$ cat src/rtl/apb_master_bridge_if.sv
// Core data-port and APB3 bus signals of apb_master_bridge, bundled for port connection.
// master = bridge view, slave = core/peripheral environment view.
interface apb_master_bridge_if #(
    parameter int unsigned NUM_SLAVES = 4
);
    // core side
    logic                       transfer;
    logic                       write;
    logic [31:0]                addr;
    logic [31:0]                wdata;
    logic [31:0]                rdata;
    logic                       ready;
    logic                       err;

    // APB side; slave i drives PRDATA[32i+31:32i]
    logic [31:0]                PADDR;
    logic [31:0]                PWDATA;
    logic                       PWRITE;
    logic [NUM_SLAVES-1:0]      PSEL;
    logic                       PENABLE;
    logic [32*NUM_SLAVES-1:0]   PRDATA;
    logic [NUM_SLAVES-1:0]      PREADY;
    logic [NUM_SLAVES-1:0]      PSLVERR;

    modport master (
        input  transfer, write, addr, wdata, PRDATA, PREADY, PSLVERR,
        output rdata, ready, err, PADDR, PWDATA, PWRITE, PSEL, PENABLE
    );

    modport slave (
        output transfer, write, addr, wdata, PRDATA, PREADY, PSLVERR,
        input  rdata, ready, err, PADDR, PWDATA, PWRITE, PSEL, PENABLE
    );
endinterface

$ cat src/rtl/apb_master_bridge.sv
// Core data port to APB3 bridge: window decode, SETUP/ACCESS sequencing, wait-state stall, error return.
// Define APB_TIMEOUT_EN to abort ACCESS phases that exceed TIMEOUT cycles.
module apb_master_bridge #(
    parameter int unsigned NUM_SLAVES      = 4,
    parameter logic [31:0] BASE_ADDR       = 32'h1000_0000,
    parameter int unsigned SLAVE_SIZE_LOG2 = 12,
    parameter int unsigned TIMEOUT         = 255
) (
    input  logic                clk,
    input  logic                reset,
    apb_master_bridge_if.master bus
);

    localparam int unsigned IDX_W    = (NUM_SLAVES > 1) ? $clog2(NUM_SLAVES) : 1;
    localparam int unsigned NS_W     = NUM_SLAVES;
    localparam logic [32:0] WIN_SIZE = 33'(NUM_SLAVES) << SLAVE_SIZE_LOG2;

    if (NUM_SLAVES < 1 || NUM_SLAVES > 16 || TIMEOUT < 1) begin : g_bad_param
        $error("apb_master_bridge: NUM_SLAVES must be 1..16 and TIMEOUT >= 1");
    end

    typedef enum logic [1:0] {
        IDLE   = 2'd0,
        SETUP  = 2'd1,
        ACCESS = 2'd2
    } state_e;

    state_e            state_q,   state_d;
    logic [IDX_W-1:0]  idx_q,     idx_d;
    logic [31:0]       paddr_q,   paddr_d;
    logic [31:0]       pwdata_q,  pwdata_d;
    logic              pwrite_q,  pwrite_d;
    logic [NS_W-1:0]   psel_q,    psel_d;
    logic              penable_q, penable_d;
    logic [31:0]       rdata_q,   rdata_d;
    logic              ready_q,   ready_d;
    logic              err_q,     err_d;

`ifdef APB_TIMEOUT_EN
    localparam int unsigned TO_W = ($clog2(TIMEOUT + 1) > 8) ? $clog2(TIMEOUT + 1) : 8;
    logic [TO_W-1:0]   cnt_q,     cnt_d;
`endif

    // Window decode of the incoming core address
    logic [31:0]       offset_c;
    logic              in_range_c;
    logic [IDX_W-1:0]  idx_c;

    assign offset_c   = bus.addr - BASE_ADDR;
    assign in_range_c = (bus.addr >= BASE_ADDR) && ({1'b0, offset_c} < WIN_SIZE);
    assign idx_c      = IDX_W'(offset_c >> SLAVE_SIZE_LOG2);

    // Response of the currently addressed slave only
    logic              sel_pready_c;
    logic              sel_pslverr_c;
    logic [31:0]       sel_prdata_c;

    assign sel_pready_c  = bus.PREADY[idx_q];
    assign sel_pslverr_c = bus.PSLVERR[idx_q];
    assign sel_prdata_c  = bus.PRDATA[32*int'(idx_q) +: 32];

    always_comb begin
        state_d   = state_q;
        idx_d     = idx_q;
        paddr_d   = paddr_q;
        pwdata_d  = pwdata_q;
        pwrite_d  = pwrite_q;
        psel_d    = psel_q;
        penable_d = penable_q;
        rdata_d   = rdata_q;
        ready_d   = 1'b0;
        err_d     = 1'b0;
`ifdef APB_TIMEOUT_EN
        cnt_d     = cnt_q;
`endif

        unique case (state_q)
            IDLE: begin
                if (bus.transfer) begin
                    paddr_d  = bus.addr;
                    pwdata_d = bus.wdata;
                    pwrite_d = bus.write;
                    if (in_range_c) begin
                        idx_d   = idx_c;
                        psel_d  = NS_W'(1) << idx_c;
                        state_d = SETUP;
                    end else begin
                        ready_d = 1'b1;
                        err_d   = 1'b1;
                        rdata_d = '0;
                    end
                end
            end

            SETUP: begin
                penable_d = 1'b1;
                state_d   = ACCESS;
`ifdef APB_TIMEOUT_EN
                cnt_d     = '0;
`endif
            end

            ACCESS: begin
                if (sel_pready_c) begin
                    psel_d    = '0;
                    penable_d = 1'b0;
                    state_d   = IDLE;
                    ready_d   = 1'b1;
                    err_d     = sel_pslverr_c;
                    rdata_d   = pwrite_q ? 32'h0 : sel_prdata_c;
                end
`ifdef APB_TIMEOUT_EN
                else begin
                    cnt_d = cnt_q + TO_W'(1);
                    // Limit reached on this cycle: abandon the slave and report an error
                    if (cnt_q == TO_W'(TIMEOUT - 1)) begin
                        psel_d    = '0;
                        penable_d = 1'b0;
                        state_d   = IDLE;
                        ready_d   = 1'b1;
                        err_d     = 1'b1;
                        rdata_d   = '0;
                    end
                end
`endif
            end

            default: begin
                psel_d    = '0;
                penable_d = 1'b0;
                state_d   = IDLE;
            end
        endcase
    end

    always_ff @(posedge clk) begin
        if (reset) begin
            state_q   <= IDLE;
            idx_q     <= '0;
            paddr_q   <= '0;
            pwdata_q  <= '0;
            pwrite_q  <= 1'b0;
            psel_q    <= '0;
            penable_q <= 1'b0;
            rdata_q   <= '0;
            ready_q   <= 1'b0;
            err_q     <= 1'b0;
`ifdef APB_TIMEOUT_EN
            cnt_q     <= '0;
`endif
        end else begin
            state_q   <= state_d;
            idx_q     <= idx_d;
            paddr_q   <= paddr_d;
            pwdata_q  <= pwdata_d;
            pwrite_q  <= pwrite_d;
            psel_q    <= psel_d;
            penable_q <= penable_d;
            rdata_q   <= rdata_d;
            ready_q   <= ready_d;
            err_q     <= err_d;
`ifdef APB_TIMEOUT_EN
            cnt_q     <= cnt_d;
`endif
        end
    end

    assign bus.PADDR   = paddr_q;
    assign bus.PWDATA  = pwdata_q;
    assign bus.PWRITE  = pwrite_q;
    assign bus.PSEL    = psel_q;
    assign bus.PENABLE = penable_q;
    assign bus.rdata   = rdata_q;
    assign bus.ready   = ready_q;
    assign bus.err     = err_q;

endmodule

$ cat src/flat_wrapper.sv
// flat-port wrapper written by rule: the top's interface ports become plain ports
module apb_master_bridge_flat 
#(
    parameter int unsigned NUM_SLAVES      = 4,
    parameter logic [31:0] BASE_ADDR       = 32'h1000_0000,
    parameter int unsigned SLAVE_SIZE_LOG2 = 12,
    parameter int unsigned TIMEOUT         = 255
)
  (clk, reset, bus_transfer, bus_write, bus_addr, bus_wdata, bus_PRDATA, bus_PREADY, bus_PSLVERR, bus_rdata, bus_ready, bus_err, bus_PADDR, bus_PWDATA, bus_PWRITE, bus_PSEL, bus_PENABLE);
  apb_master_bridge_if #(.NUM_SLAVES(NUM_SLAVES)) bus_i ();
  input  logic clk;
  input  logic reset;
  input wire logic [$bits(bus_i.transfer)-1:0] bus_transfer;
  input wire logic [$bits(bus_i.write)-1:0] bus_write;
  input wire logic [$bits(bus_i.addr)-1:0] bus_addr;
  input wire logic [$bits(bus_i.wdata)-1:0] bus_wdata;
  input wire logic [$bits(bus_i.PRDATA)-1:0] bus_PRDATA;
  input wire logic [$bits(bus_i.PREADY)-1:0] bus_PREADY;
  input wire logic [$bits(bus_i.PSLVERR)-1:0] bus_PSLVERR;
  output wire logic [$bits(bus_i.rdata)-1:0] bus_rdata;
  output wire logic [$bits(bus_i.ready)-1:0] bus_ready;
  output wire logic [$bits(bus_i.err)-1:0] bus_err;
  output wire logic [$bits(bus_i.PADDR)-1:0] bus_PADDR;
  output wire logic [$bits(bus_i.PWDATA)-1:0] bus_PWDATA;
  output wire logic [$bits(bus_i.PWRITE)-1:0] bus_PWRITE;
  output wire logic [$bits(bus_i.PSEL)-1:0] bus_PSEL;
  output wire logic [$bits(bus_i.PENABLE)-1:0] bus_PENABLE;
  assign bus_i.transfer = bus_transfer;
  assign bus_i.write = bus_write;
  assign bus_i.addr = bus_addr;
  assign bus_i.wdata = bus_wdata;
  assign bus_i.PRDATA = bus_PRDATA;
  assign bus_i.PREADY = bus_PREADY;
  assign bus_i.PSLVERR = bus_PSLVERR;
  assign bus_rdata = bus_i.rdata;
  assign bus_ready = bus_i.ready;
  assign bus_err = bus_i.err;
  assign bus_PADDR = bus_i.PADDR;
  assign bus_PWDATA = bus_i.PWDATA;
  assign bus_PWRITE = bus_i.PWRITE;
  assign bus_PSEL = bus_i.PSEL;
  assign bus_PENABLE = bus_i.PENABLE;
  apb_master_bridge #(.NUM_SLAVES(NUM_SLAVES), .BASE_ADDR(BASE_ADDR), .SLAVE_SIZE_LOG2(SLAVE_SIZE_LOG2), .TIMEOUT(TIMEOUT)) u_core (.clk(clk), .reset(reset), .bus(bus_i));
endmodule
$ cat config.mk
export PLATFORM = sky130hd
export DESIGN_NAME = apb_master_bridge_flat
export DESIGN_NICKNAME = d
export VERILOG_FILES = /design/src/rtl/apb_master_bridge_if.sv /design/src/rtl/apb_master_bridge.sv /design/src/flat_wrapper.sv
export SDC_FILE = /design/constraint.sdc
export NUM_CORES = 1
export LEC_CHECK = 0
export BUFFER_PORTS_ARGS = -buffer_cell sky130_fd_sc_hd__buf_2
export CORE_AREA = 2 2 119 121
export DETAILED_ROUTE_END_ITERATION = 7
export DIE_AREA = 0 0 121 123
export GPL_ROUTABILITY_DRIVEN = 0
export GPL_TIMING_DRIVEN = 1
export PLACE_DENSITY = 0.67
export SYNTH_ARGS = -nofsm -noshare
export SYNTH_HDL_FRONTEND = slang
export SYNTH_SLANG_ARGS = --single-unit
$ cat constraint.sdc
create_clock -name clk -period 3.3 [get_ports clk]
set_input_delay 0.33 -clock clk [delete_from_list [all_inputs] [get_ports clk]]
set_output_delay 0.33 -clock clk [all_outputs]
set_load 0.01 [all_outputs]
Word-level counts from Yosys, hierarchy flattened:

Cells that the tools add are included.

* add/sub/neg operators: 1
* multipliers: 0
* divide/modulo/power cells: 0
* $lt $le $gt $ge: 3
* eq/ne operators: 6
* shift-type cells: 2
* muxes and demuxes: 25
* bitwise operators: 2
* reduce and logical (&&, ||, !) cells: 9

Operators by type and width (count)
* 32-bit 2-to-1 mux: 4
* 128-bit by 8-bit variable part select with 32-bit output: 1
* 32-bit one-hot mux with 2 select lines: 1
* 32-bit by 29-bit >= comparator with 1-bit output, second input constant: 1
* 32-bit by 15-bit less-than comparator with 1-bit output, second input constant: 1
* 32-bit by 29-bit subtractor with 32-bit output, second input constant: 1
* 4-bit 2-to-1 mux: 3
* 4-bit one-hot mux with 3 select lines: 1
* 4-bit AND reduction: 2
* 1-bit 2-to-1 mux: 7
* 2-bit 2-to-1 mux: 3
* 2-bit one-hot mux with 3 select lines: 1
* 3-bit AND reduction: 2
* 1-bit binary-select mux with 2-bit select: 2
* 2-bit by 1-bit inequality test with 1-bit output, second input constant: 2
* 2-bit inequality test, second input constant: 2
* 1-bit one-hot mux with 2 select lines: 2
* 2-bit AND reduction: 2
* 1-bit by 2-bit left shift with 4-bit output, first input constant: 1
* 2-bit by 3-bit less-than comparator with 1-bit output, second input constant: 1
* 1-bit one-hot mux with 3 select lines: 1
* 2-bit by 1-bit == test with 1-bit output, second input constant: 1
* 2-bit == test, second input constant: 1
* 2-bit logical NOT: 1
* other kinds (3): 4

* register bits: 108
* bits in latches: 0
* memory bits (writable): 0
* ROM bits: 0
* bits of input ports: 204
* output and inout bits: 104
* word-level logic and storage cells: 58
* memories: 0

Logic depth before layout (Yosys ltp):

Gate-level depths: netlist of the first run.

* depth after elaboration: 6
* mapped depth: 7
* depth with buffers taken out: 5

Worst setup path after synthesis of the first run:

No wires, ideal clock.

* path kind: reg2reg
* start: register u_core.idx_q[0]
* end: register u_core.rdata_q[0] (netlist: u_core.bus.rdata[0])
* library setup time: 0.120 ns
* arrival time: 1.634 ns
* required time: 3.180 ns
* slack: 1.546 ns
* stages on the path, launching flop included: 8
* buffers on the path: 3
* period minus slack after synthesis: 1.754 ns
* cells stage by stage: dfxtp_1 -> buf_6 -> mux4_2 -> nor3b_1 -> a21o_1 -> buf_6 -> buf_6 -> mux2i_1

* cells in the longest elaborated chain, start to end: 4
* elaborated cells on any way between the ends: 8
* classes of those cells: eq/ne (1); shift (1); mux (5); reduce/logical (1)

RTL lines
* from (decl): line apb_master_bridge.sv:29 `logic [IDX_W-1:0] idx_q, idx_d;`
* from (signal assigned): line apb_master_bridge.sv:153 `idx_q <= idx_d;`
* 128-bit by 8-bit variable part select with 32-bit output or 1-bit binary-select mux with 2-bit select (tied branches): line apb_master_bridge.sv:60, apb_master_bridge.sv:58
* 32-bit 2-to-1 mux or 1-bit 2-to-1 mux (tied branches): line apb_master_bridge.sv:110, apb_master_bridge.sv:58
* 32-bit 2-to-1 mux or 2-bit by 1-bit inequality test with 1-bit output (tied branches)
* 32-bit one-hot mux with 2 select lines or 4-bit AND reduction (tied branches)
* to (signal assigned): line apb_master_bridge.sv:159 `rdata_q <= rdata_d;`
* to (decl): line apb_master_bridge.sv:35 `logic [31:0] rdata_q, rdata_d;`

Several ways; a longest one is shown, not always the timed one. The select of a mux whose other input is x is not followed.
A chain may end at the register's enable or synchronous reset.

Worst setup path in the final report of the first run:

* start: register u_core.idx_q[0]
* end: register u_core.rdata_q[23] (netlist: u_core.bus.rdata[23])

Same word-level chain as after synthesis.

==> reports/metrics.csv, run 1 <==
stage;metric;value;unit
outcome;status;finished, final reports clean;
setup_path;CP max stage delay;790;ps
synthesis;Gate Count Post-Synth;518;
floorplanning;DIE AREA;0.0149;sq mm
synthesis;xor/xnor share of the synthesized area;0;
sta;Finish-stage setup viols;0;
placement;placement-stage cell area;0.00647;sq mm
setup_path;WP data required;3560;ps
cells_and_area;fin nets;1004;
min_path;WHS Path Cells;3;
clock_network;clock sink count;108;
power;Comb pwr share;0.123;
setup_path;Worst Path Arrival;2410;ps
sta;minimum clock period;2150;ps
clock_network;CTS tree;built;
clock_network;hold buffers post-CTS;0;
clock_network;# Post-CTS Setup Buffers;0;
drt;met1 wire length;5340;um
synthesis;sequential share of the synthesized area;0.446;
clock_network;worst-skew pair later-pin latency;340;ps
cells_and_area;# diodes;0;
setup_path;r2r setup slk;1150;ps
clock_network;H-tree depth;3;
min_path;Worst Min Path Start;bus_wdata[28];
clock_network;CTS Buf Count;9;
synthesis;mux share of post-synthesis cell area;0.230;
power;LEAKAGE;3.17;nW
cells_and_area;most frequent cells in the layout;buf_2 (306), nand2_1 (164), dfxtp_1 (106);
run;max_cap viols;0;
drt;DR WL met3;919;um
synthesis;Mean Syn Cell Area;9.35;sq um
global_routing;first-pass GRT wire length;21200;um
sta;setup TNS;0;ps
sta;RSZ-0062 raised after global routing;false;
setup_path;Crit. End Element;flop;
clock_network;Resize count post-CTS;0;
cells_and_area;fraction of layout cells with a size suffix above 1;0.458;
sta;WHS;219;ps
setup_path;worst path bufs/invs;0;
floorplanning;FP Rows;43;
power;Sequential Power Share;0.477;
synthesis;largest family of logic cells by synthesized area;multiplexers;
min_path;Worst Hold Class;in2reg;
drt;ANT nets after route;0;
synthesis;post-synth cell types;27;
clock_network;Clock Path Buffers;2;
global_routing;largest net degree at the start of global routing;67;
drt;Via Count;4605;
power;Pwr Density;422;mW/mm^2
setup_path;type of the worst setup path;reg2reg;
drt;uppermost layer routed;met4;
floorplanning;Ports;308;
clock_network;root buf cell;clkbuf_16;
synthesis;Mapped Area;0.00484;sq mm
drt;DRC viols;0;
floorplanning;Core ar.;0.0136;sq mm
cells_and_area;commonest non-fill, non-tap cell in the layout;buf_2;
setup_path;RR Startpoint;u_core.idx_q[0];
synthesis;YS warnings;0;
floorplanning;initial core utilization;0.356;
setup_path;kind of cell adding the most delay to the critical path;compound AO/OA/AOI/OAI gates;
sta;Slew HR;0.345;
sta;Final period util;0.651;
setup_path;CP cell instances;mux4_2, nor3b_1, a21o_2, mux2i_1;
power;maximum VDD drop;0.000255;V
drt;DR vias/cell;4.68;
synthesis;post-synthesis register bit count;108;
setup_path;reg2reg end;u_core.bus.rdata[23];
drt;initial drt markers;196;
power;Pwr Total;0.00287;W
floorplanning;Die Width;121;um
setup_path;Crit Path Max Fanout;33;
power;Net Sw Frac;0.232;
sta;Clock Skews;8.30;ps
cells_and_area;Core Util, Final;0.499;
cells_and_area;post-route cell area;0.00679;sq mm
setup_path;R2R cell count;4;
sta;fmax;466;MHz
synthesis;Synth Net Count;722;
synthesis;Adder-Cell Fraction of Synth Area;0;
power;NetSw;0.000664;W
sta;Slew @ Worst Pin;983;ps
min_path;Hold Path End;u_core.bus.PWDATA[28];
setup_path;CP startpoint kind;flop;
placement;dpl hpwl;10700;um
floorplanning;Die Ht;123;um
clock_network;clock transition at the registers of the reported paths;70;ps
power;Clk pwr share;0.400;
cells_and_area;Synth-to-Final Area Change;40.1;%
power;cell internal pwr;0.00220;W
synthesis;Post-Synth Simple-Gate Area;0.197;
drt;DR WL/cell;14.3;um
drt;Pre-antenna DRT Iters;4;
drt;DR WL met2;7500;um
global_routing;initial antenna violation count;0;
sta;fin. max-slew vios;0;
sta;Hold Fails Final Rpt;0;
drt;WL final;14100;um
setup_path;Slowest-stage cell, CP;a21o_2;
global_routing;Overflow after GRT;0;
placement;# port buffers;307;
global_routing;vias in the first global route;4292;
global_routing;GRT Total Usage;0.182;
synthesis;Synth Area in Compound Gates;0.0826;
cell families (layout without fill, tap and decap cells):
| kind of cell | Yosys count | count (layout) |
|---|---|---|
| multiplexers | 69 | 69 |
| AO/OA/AOI/OAI | 75 | 75 |
| buffers and inverters | 45 | 332 |
| flip-flops | 108 | 108 |
| AND/OR/NAND/NOR | 221 | 221 |
metrics by stage:
step                      setup WS [ps]  instances
final                              1150        985
after detailed placement            989        969
after global routing               1020        985
after global placement             1000        969
after floorplan                    1550        518
after CTS                          1130        985
power by group through the flow:
| stage | logic (W) | clock network, W | registers (W) |
|---|---|---|---|
| floorplan | 0.000145 | 0 | 0.00142 |
| global placement | 0.000355 | 0 | 0.00140 |
| detailed placement | 0.000358 | 0 | 0.00140 |
| CTS | 0.000359 | 0.00119 | 0.00137 |
| global route | 0.000391 | 0.00124 | 0.00137 |
| finish | 0.000353 | 0.00115 | 0.00137 |
worst max-delay path by stage:
| stage | from | to | slack [ps] | cells past startpoint |
|---|---|---|---|---|
| 3_3_place_gp | bus_addr[18] | u_core.bus.ready | 1000 | 6 |
| 6_report | u_core.idx_q[0] | u_core.bus.rdata[23] | 1150 | 4 |
| 3_5_place_dp | bus_addr[18] | u_core.bus.ready | 990 | 6 |
| 4_1_cts | u_core.idx_q[0] | u_core.bus.ready | 1130 | 4 |
| 5_1_grt | u_core.idx_q[0] | u_core.bus.rdata[10] | 1020 | 4 |
| 2_1_floorplan | u_core.idx_q[0] | u_core.bus.rdata[0] | 1550 | 7 |
worst min-delay path: stages:
cell,delay (ps)
buf_2,90
nand2_1,40
a21oi_1,50
synthesized netlist by cell type:
library cell | instances | area [sq um]
nand2_1 | 164 | 616
dfxtp_1 | 108 | 2160
a21oi_1 | 65 | 325
mux2i_1 | 35 | 350
mux4_2 | 34 | 766
nand2b_1 | 32 | 200
clkbuf_1 | 31 | 116
nor2_1 | 9 | 33.8
buf_6 | 5 | 56.3
buf_2 | 4 | 20.0
nor3_1 | 4 | 20.0
nor4_1 | 4 | 25.0
inv_1 | 3 | 11.3
a22o_1 | 2 | 17.5
buf_1 | 2 | 7.51
nand3_1 | 2 | 10.0
nor3b_1 | 2 | 15.0
o21a_1 | 2 | 15.0
o21ai_0 | 2 | 10.0
a21o_1 | 1 | 7.51
a22oi_1 | 1 | 7.51
a32o_1 | 1 | 10.0
nor4b_2 | 1 | 15.0
o31ai_1 | 1 | 7.51
or2_2 | 1 | 6.26
or3_1 | 1 | 6.26
or4_1 | 1 | 7.51
area by class of cell:
| class | count | area (sq um) |
|---|---|---|
| fillers | 1359 | 6830 |
| multi-input cells | 365 | 2480 |
| flip-flops and latches | 108 | 2160 |
| repair buffers | 313 | 1580 |
| clock buffers | 11 | 233 |
| well taps | 180 | 225 |
| clock inverters | 5 | 83.8 |
| inverters | 3 | 11.3 |
layer usage:
layer | GRT usage | vias up
li1 | - | 2330
met1 | 0.195 | 2080
met2 | 0.353 | 181
met3 | 0.0346 | 14
met4 | 0.0654 | 0
met5 | 0 | -
registers in the layout, summed over array words and instances, names as in the netlist:
signal	count
u_core.bus.PADDR	32
u_core.bus.PWDATA	32
u_core.bus.rdata	32
u_core.bus.PSEL	4
u_core.idx_q	2
u_core.state_q	2
u_core.bus.PENABLE	1
u_core.bus.PWRITE	1
u_core.bus.err	1
u_core.bus.ready	1
Note: power is estimated with default switching activity, not from simulation.
==> inputs of run 2 (changes only) <==
- clock period: 3.3 -> 2.11 ns (I/O delays scaled with it)
==> run 2 against run 1 <==
Count of clock-buffer cells in the layout fell by 2. Sequential share of layout area fell by 0.61 points. Sequential power rose by 56%. Largest cell class unchanged. Highest routed layer unchanged.
==> reports/metrics.csv, run 2 (synthesis results as in run 1) <==
stage;metric;value;unit
drt;met1 wire length;5280;um
global_routing;vias in the first global route;4371;
setup_path;Crit. End Element;flop;
cells_and_area;post-route cell area;0.00692;sq mm
placement;placement-stage cell area;0.00654;sq mm
sta;RSZ-0062 raised after global routing;false;
sta;Clock Skews;4.59;ps
placement;# port buffers;307;
clock_network;clock transition at the registers of the reported paths;70;ps
sta;fin. max-slew vios;0;
power;Sequential Power Share;0.445;
power;NetSw;0.00102;W
clock_network;CTS Buf Count;9;
placement;dpl hpwl;11100;um
cells_and_area;most frequent cells in the layout;buf_2 (306), nand2_1 (164), dfxtp_1 (106);
sta;Final period util;0.829;
cells_and_area;fin nets;1010;
drt;DR WL met2;7900;um
setup_path;type of the worst setup path;reg2reg;
outcome;status;finished, final reports clean;
setup_path;WP data required;2330;ps
setup_path;Worst Path Arrival;1970;ps
sta;setup TNS;0;ps
sta;fmax;572;MHz
cells_and_area;Core Util, Final;0.508;
power;Pwr Density;695;mW/mm^2
power;cell internal pwr;0.00379;W
placement;Placed Cells;975;
clock_network;CTS tree;built;
sta;minimum clock period;1750;ps
clock_network;hold buffers post-CTS;0;
min_path;Worst Hold Class;in2reg;
drt;Via Count;4648;
clock_network;Resize count post-CTS;0;
cells_and_area;final cell count without fillers;990;
drt;uppermost layer routed;met4;
global_routing;first-pass GRT wire length;21500;um
floorplanning;Die Ht;123;um
clock_network;root buf cell;clkbuf_16;
power;maximum VDD drop;0.000455;V
global_routing;Overflow after GRT;0;
setup_path;CP startpoint kind;flop;
drt;Pre-antenna DRT Iters;4;
sta;Hold Fails Final Rpt;0;
power;Comb pwr share;0.117;
sta;Slew @ Worst Pin;557;ps
setup_path;Crit Path Max Fanout;33;
power;LEAKAGE;3.25;nW
drt;DRC viols;0;
drt;DR WL met3;970;um
drt;initial drt markers;170;
clock_network;Clock Path Buffers;2;
floorplanning;Ports;308;
clock_network;H-tree depth;3;
floorplanning;Die Width;121;um
global_routing;initial antenna violation count;1;
drt;ANT nets after route;0;
global_routing;GRT Total Usage;0.184;
cells_and_area;Synth-to-Final Area Change;42.8;%
sta;Slew HR;0.628;
setup_path;r2r setup slk;360;ps
cells_and_area;commonest non-fill, non-tap cell in the layout;buf_2;
floorplanning;Core ar.;0.0136;sq mm
sta;Finish-stage setup viols;0;
drt;WL final;14300;um
drt;DR vias/cell;4.69;
power;Pwr Total;0.00481;W
clock_network;# Post-CTS Setup Buffers;0;
run;max_cap viols;0;
clock_network;clock sink count;108;
floorplanning;initial core utilization;0.356;
floorplanning;DIE AREA;0.0149;sq mm
floorplanning;FP Rows;43;
cells_and_area;fraction of layout cells with a size suffix above 1;0.464;
clock_network;worst-skew pair later-pin latency;340;ps
drt;DR WL/cell;14.5;um
power;Clk pwr share;0.438;
power;Net Sw Frac;0.211;
global_routing;largest net degree at the start of global routing;58;
-- run 2: cell count changes in the layout (fill, tap and decap cells not counted), sizes merged --
| cell | previous run | this run |
|---|---|---|
| clkbuf | 11 | 9 |
| buf | 313 | 319 |
| bufinv | 2 | 5 |
| inv | 4 | 3 |
| clkinvlp | 2 | 0 |
| diode | 0 | 1 |
-- run 2: critical path, cell delays in order, from the launching register on --
cell and delay (ps):
dfxtp_2 360, mux4_2 530, nor3b_1 170, a21o_2 220, buf_12 180, mux2i_1 150
-- run 2: path summary, 6_finish.rpt --
path,start,end,cells after the start
setup reg to reg,u_core.idx_q[0],u_core.bus.rdata[10],5
setup / recovery,u_core.idx_q[0],u_core.bus.rdata[10],5
hold reg to reg,u_core.bus.PADDR[17],u_core.bus.PADDR[17],2
hold / removal,bus_wdata[14],u_core.bus.PWDATA[14],3
-- run 2: area by class of cell --
cell class                      instances  area [sq um]
Timing Repair Buffer                  319          1650
Inverter                                3          11.3
Tap cell                              180           225
Clock inverter                          5           150
Clock buffer                            9           225
Antenna cell                            1          2.50
Fill cell                            1347          6690
Multi-Input combinational cell        365          2480
Sequential cell                       108          2160
-- run 2: metal layers --
metal,track usage,vias to the layer above
met4,0.0538,0
met1,0.196,2123
li1,-,2337
met5,0,-
met3,0.0392,10
met2,0.360,178
-- run 2: power by group through the flow --
stage | combinational (W) | sequential, W | clock (W)
finish | 0.000562 | 0.00214 | 0.00211
global route | 0.000621 | 0.00215 | 0.00226
CTS | 0.000570 | 0.00214 | 0.00218
detailed placement | 0.000569 | 0.00219 | 0
global placement | 0.000563 | 0.00218 | 0
floorplan | 0.000227 | 0.00222 | 0
-- run 2: stage by stage --
| stage | hold WS [ps] | setup slack [ps] |
|---|---|---|
| 2_1_floorplan | 337 | 356 |
| 3_3_place_gp | 438 | 204 |
| 3_5_place_dp | 443 | 192 |
| 4_1_cts | 91.6 | 342 |
| 5_1_grt | 99.6 | 254 |
| 6_report | 105 | 362 |
==> inputs of run 3 (changes only) <==
- clock period: 2.11 -> 1.7 ns (I/O delays scaled with it)
==> run 3 against run 2 <==
Clock skew rose by 0.87 ps. Power up 16%. First-iteration DRC count is 4.1% higher. Largest cell class unchanged. Hold slack got worse by 42 ps. Non-clock buffer count is 12 higher. Largest power group unchanged. Worst setup slack worse by 340 ps. Utilization grew 0.72 points. Count of clock-buffer cells in the layout rose by 3. Critical endpoint is now u_core.bus.rdata[5]. Clock power is 5% higher.
==> reports/metrics.csv, run 3 (synthesis results as in run 1) <==
stage;metric;value;unit
sta;Final period util;0.989;
sta;Clock Skews;5.46;ps
placement;# port buffers;307;
clock_network;clock sink count;108;
drt;ANT nets after route;0;
min_path;Worst Hold Class;in2reg;
setup_path;Slowest-stage cell, CP;mux4_2;
setup_path;CP max stage delay;520;ps
drt;Via Count;4642;
floorplanning;Die Ht;123;um
cells_and_area;fraction of layout cells with a size suffix above 1;0.471;
cells_and_area;Synth-to-Final Area Change;44.8;%
cells_and_area;Core Util, Final;0.515;
global_routing;GRT Total Usage;0.185;
floorplanning;Core ar.;0.0136;sq mm
floorplanning;Die Width;121;um
placement;dpl hpwl;11000;um
clock_network;clock transition at the registers of the reported paths;70;ps
sta;RSZ-0062 raised after global routing;true;
cells_and_area;fillers;1354;
sta;fin. max-slew vios;0;
drt;DR vias/cell;4.62;
setup_path;kind of cell adding the most delay to the critical path;multiplexers;
setup_path;CP startpoint kind;flop;
clock_network;worst-skew pair later-pin latency;340;ps
power;LEAKAGE;3.29;nW
drt;initial drt markers;177;
setup_path;Worst Path Arrival;1910;ps
cells_and_area;area of the multi-input gates;0.00250;sq mm
power;cell internal pwr;0.00433;W
global_routing;largest net degree at the start of global routing;67;
global_routing;vias in the first global route;4369;
drt;WL final;14300;um
placement;placement-stage cell area;0.00664;sq mm
setup_path;worst path bufs/invs;1;
drt;DR WL/cell;14.3;um
setup_path;CP cell instances;mux4_2, nor3b_4, a21o_4, clkbuf_16, mux2i_1;
clock_network;CTS tree;built;
run;max_cap viols;0;
global_routing;initial antenna violation count;1;
placement;Placed Cells;985;
setup_path;WP data required;1930;ps
floorplanning;Ports;308;
clock_network;root buf cell;clkbuf_16;
global_routing;Overflow after GRT;0;
cells_and_area;commonest non-fill, non-tap cell in the layout;buf_2;
sta;Hold Fails Final Rpt;0;
global_routing;first-pass GRT wire length;21600;um
power;maximum VDD drop;0.000435;V
setup_path;type of the worst setup path;reg2reg;
sta;fmax;595;MHz
sta;Slew HR;0.626;
cells_and_area;fin nets;1022;
drt;Pre-antenna DRT Iters;4;
sta;Slew @ Worst Pin;561;ps
power;Clk pwr share;0.397;
cells_and_area;Storage cell area;0.00216;sq mm
floorplanning;initial core utilization;0.356;
drt;DRC viols;0;
outcome;status;finished, final reports clean;
power;Sequential Power Share;0.475;
cells_and_area;most frequent cells in the layout;buf_2 (306), nand2_1 (164), dfxtp_1 (106);
sta;Finish-stage setup viols;0;
power;Net Sw Frac;0.225;
floorplanning;FP Rows;43;
clock_network;Clock Path Buffers;2;
floorplanning;DIE AREA;0.0149;sq mm
power;Pwr Density;796;mW/mm^2
setup_path;Crit. End Element;flop;
sta;minimum clock period;1680;ps
setup_path;Crit Path Max Fanout;11;
power;Comb pwr share;0.128;
cells_and_area;final cell count without fillers;1004;
clock_network;H-tree depth;3;
cells_and_area;post-route cell area;0.00702;sq mm
power;NetSw;0.00126;W
clock_network;CTS Buf Count;9;
-- run 3: power groups by stage --
stage | logic, W | clock network (W) | registers (W)
final | 0.000714 | 0.00222 | 0.00266
after global routing | 0.000791 | 0.00242 | 0.00266
after CTS | 0.000710 | 0.00231 | 0.00266
after detailed placement | 0.000709 | 0 | 0.00271
after global placement | 0.000705 | 0 | 0.00271
after floorplan | 0.000281 | 0 | 0.00276
-- run 3: area by class of cell --
type / instances / share of cell area
inverter: 3 / 0.00161
multi-input combinational: 365 / 0.357
antenna: 1 / 0.000357
timing repair buffer: 331 / 0.255
clock inverter: 4 / 0.0103
sequential: 108 / 0.309
tap: 180 / 0.0321
clock buffer: 12 / 0.0351
-- run 3: final timing paths --
kind / startpoint / to / slack (ps) / cells after the start
setup / recovery: u_core.idx_q[0] / u_core.bus.rdata[5] / 20 / 5
setup reg to reg: u_core.idx_q[0] / u_core.bus.rdata[5] / 20 / 5
hold / removal: bus_wdata[27] / u_core.bus.PWDATA[27] / 60 / 3
hold reg to reg: u_core.bus.PWDATA[0] / u_core.bus.PWDATA[0] / 450 / 2
-- run 3: metrics by stage --
| step | TNS (ps) | total power (W) | setup slack (ps) | hold WS (ps) |
|---|---|---|---|---|
| floorplan | -1610 | 0.00304 | -53.8 | 296 |
| detailed placement | -1810 | 0.00342 | -79.4 | 416 |
| global placement | -1370 | 0.00342 | -53.1 | 411 |
| finish | 0 | 0.00559 | 18.7 | 63.2 |
| CTS | -18.4 | 0.00567 | -11.8 | 49.4 |
| global route | -903 | 0.00587 | -45.4 | 57.3 |
-- run 3: tightest hold or removal path, stage by stage --
cell     delay (ps)
buf_2            90
nand2_1          40
a21oi_1          50
-- run 3: repair_timing --
item                                    CTS  global route
endpoints found under the setup margin    8            35
gates cloned                              0             1
hold buffers                              0             0
setup buffers                             0             1
resized for setup                         0             5
-- run 3: routing by layer --
metal / vias to the layer above / track usage / share of wire
li1: 2368 / - / -
met1: 2096 / 0.214 / 0.39
met2: 170 / 0.347 / 0.54
met3: 8 / 0.0360 / 0.060
met4: 0 / 0.0494 / 0.010
met5: - / 0 / 0
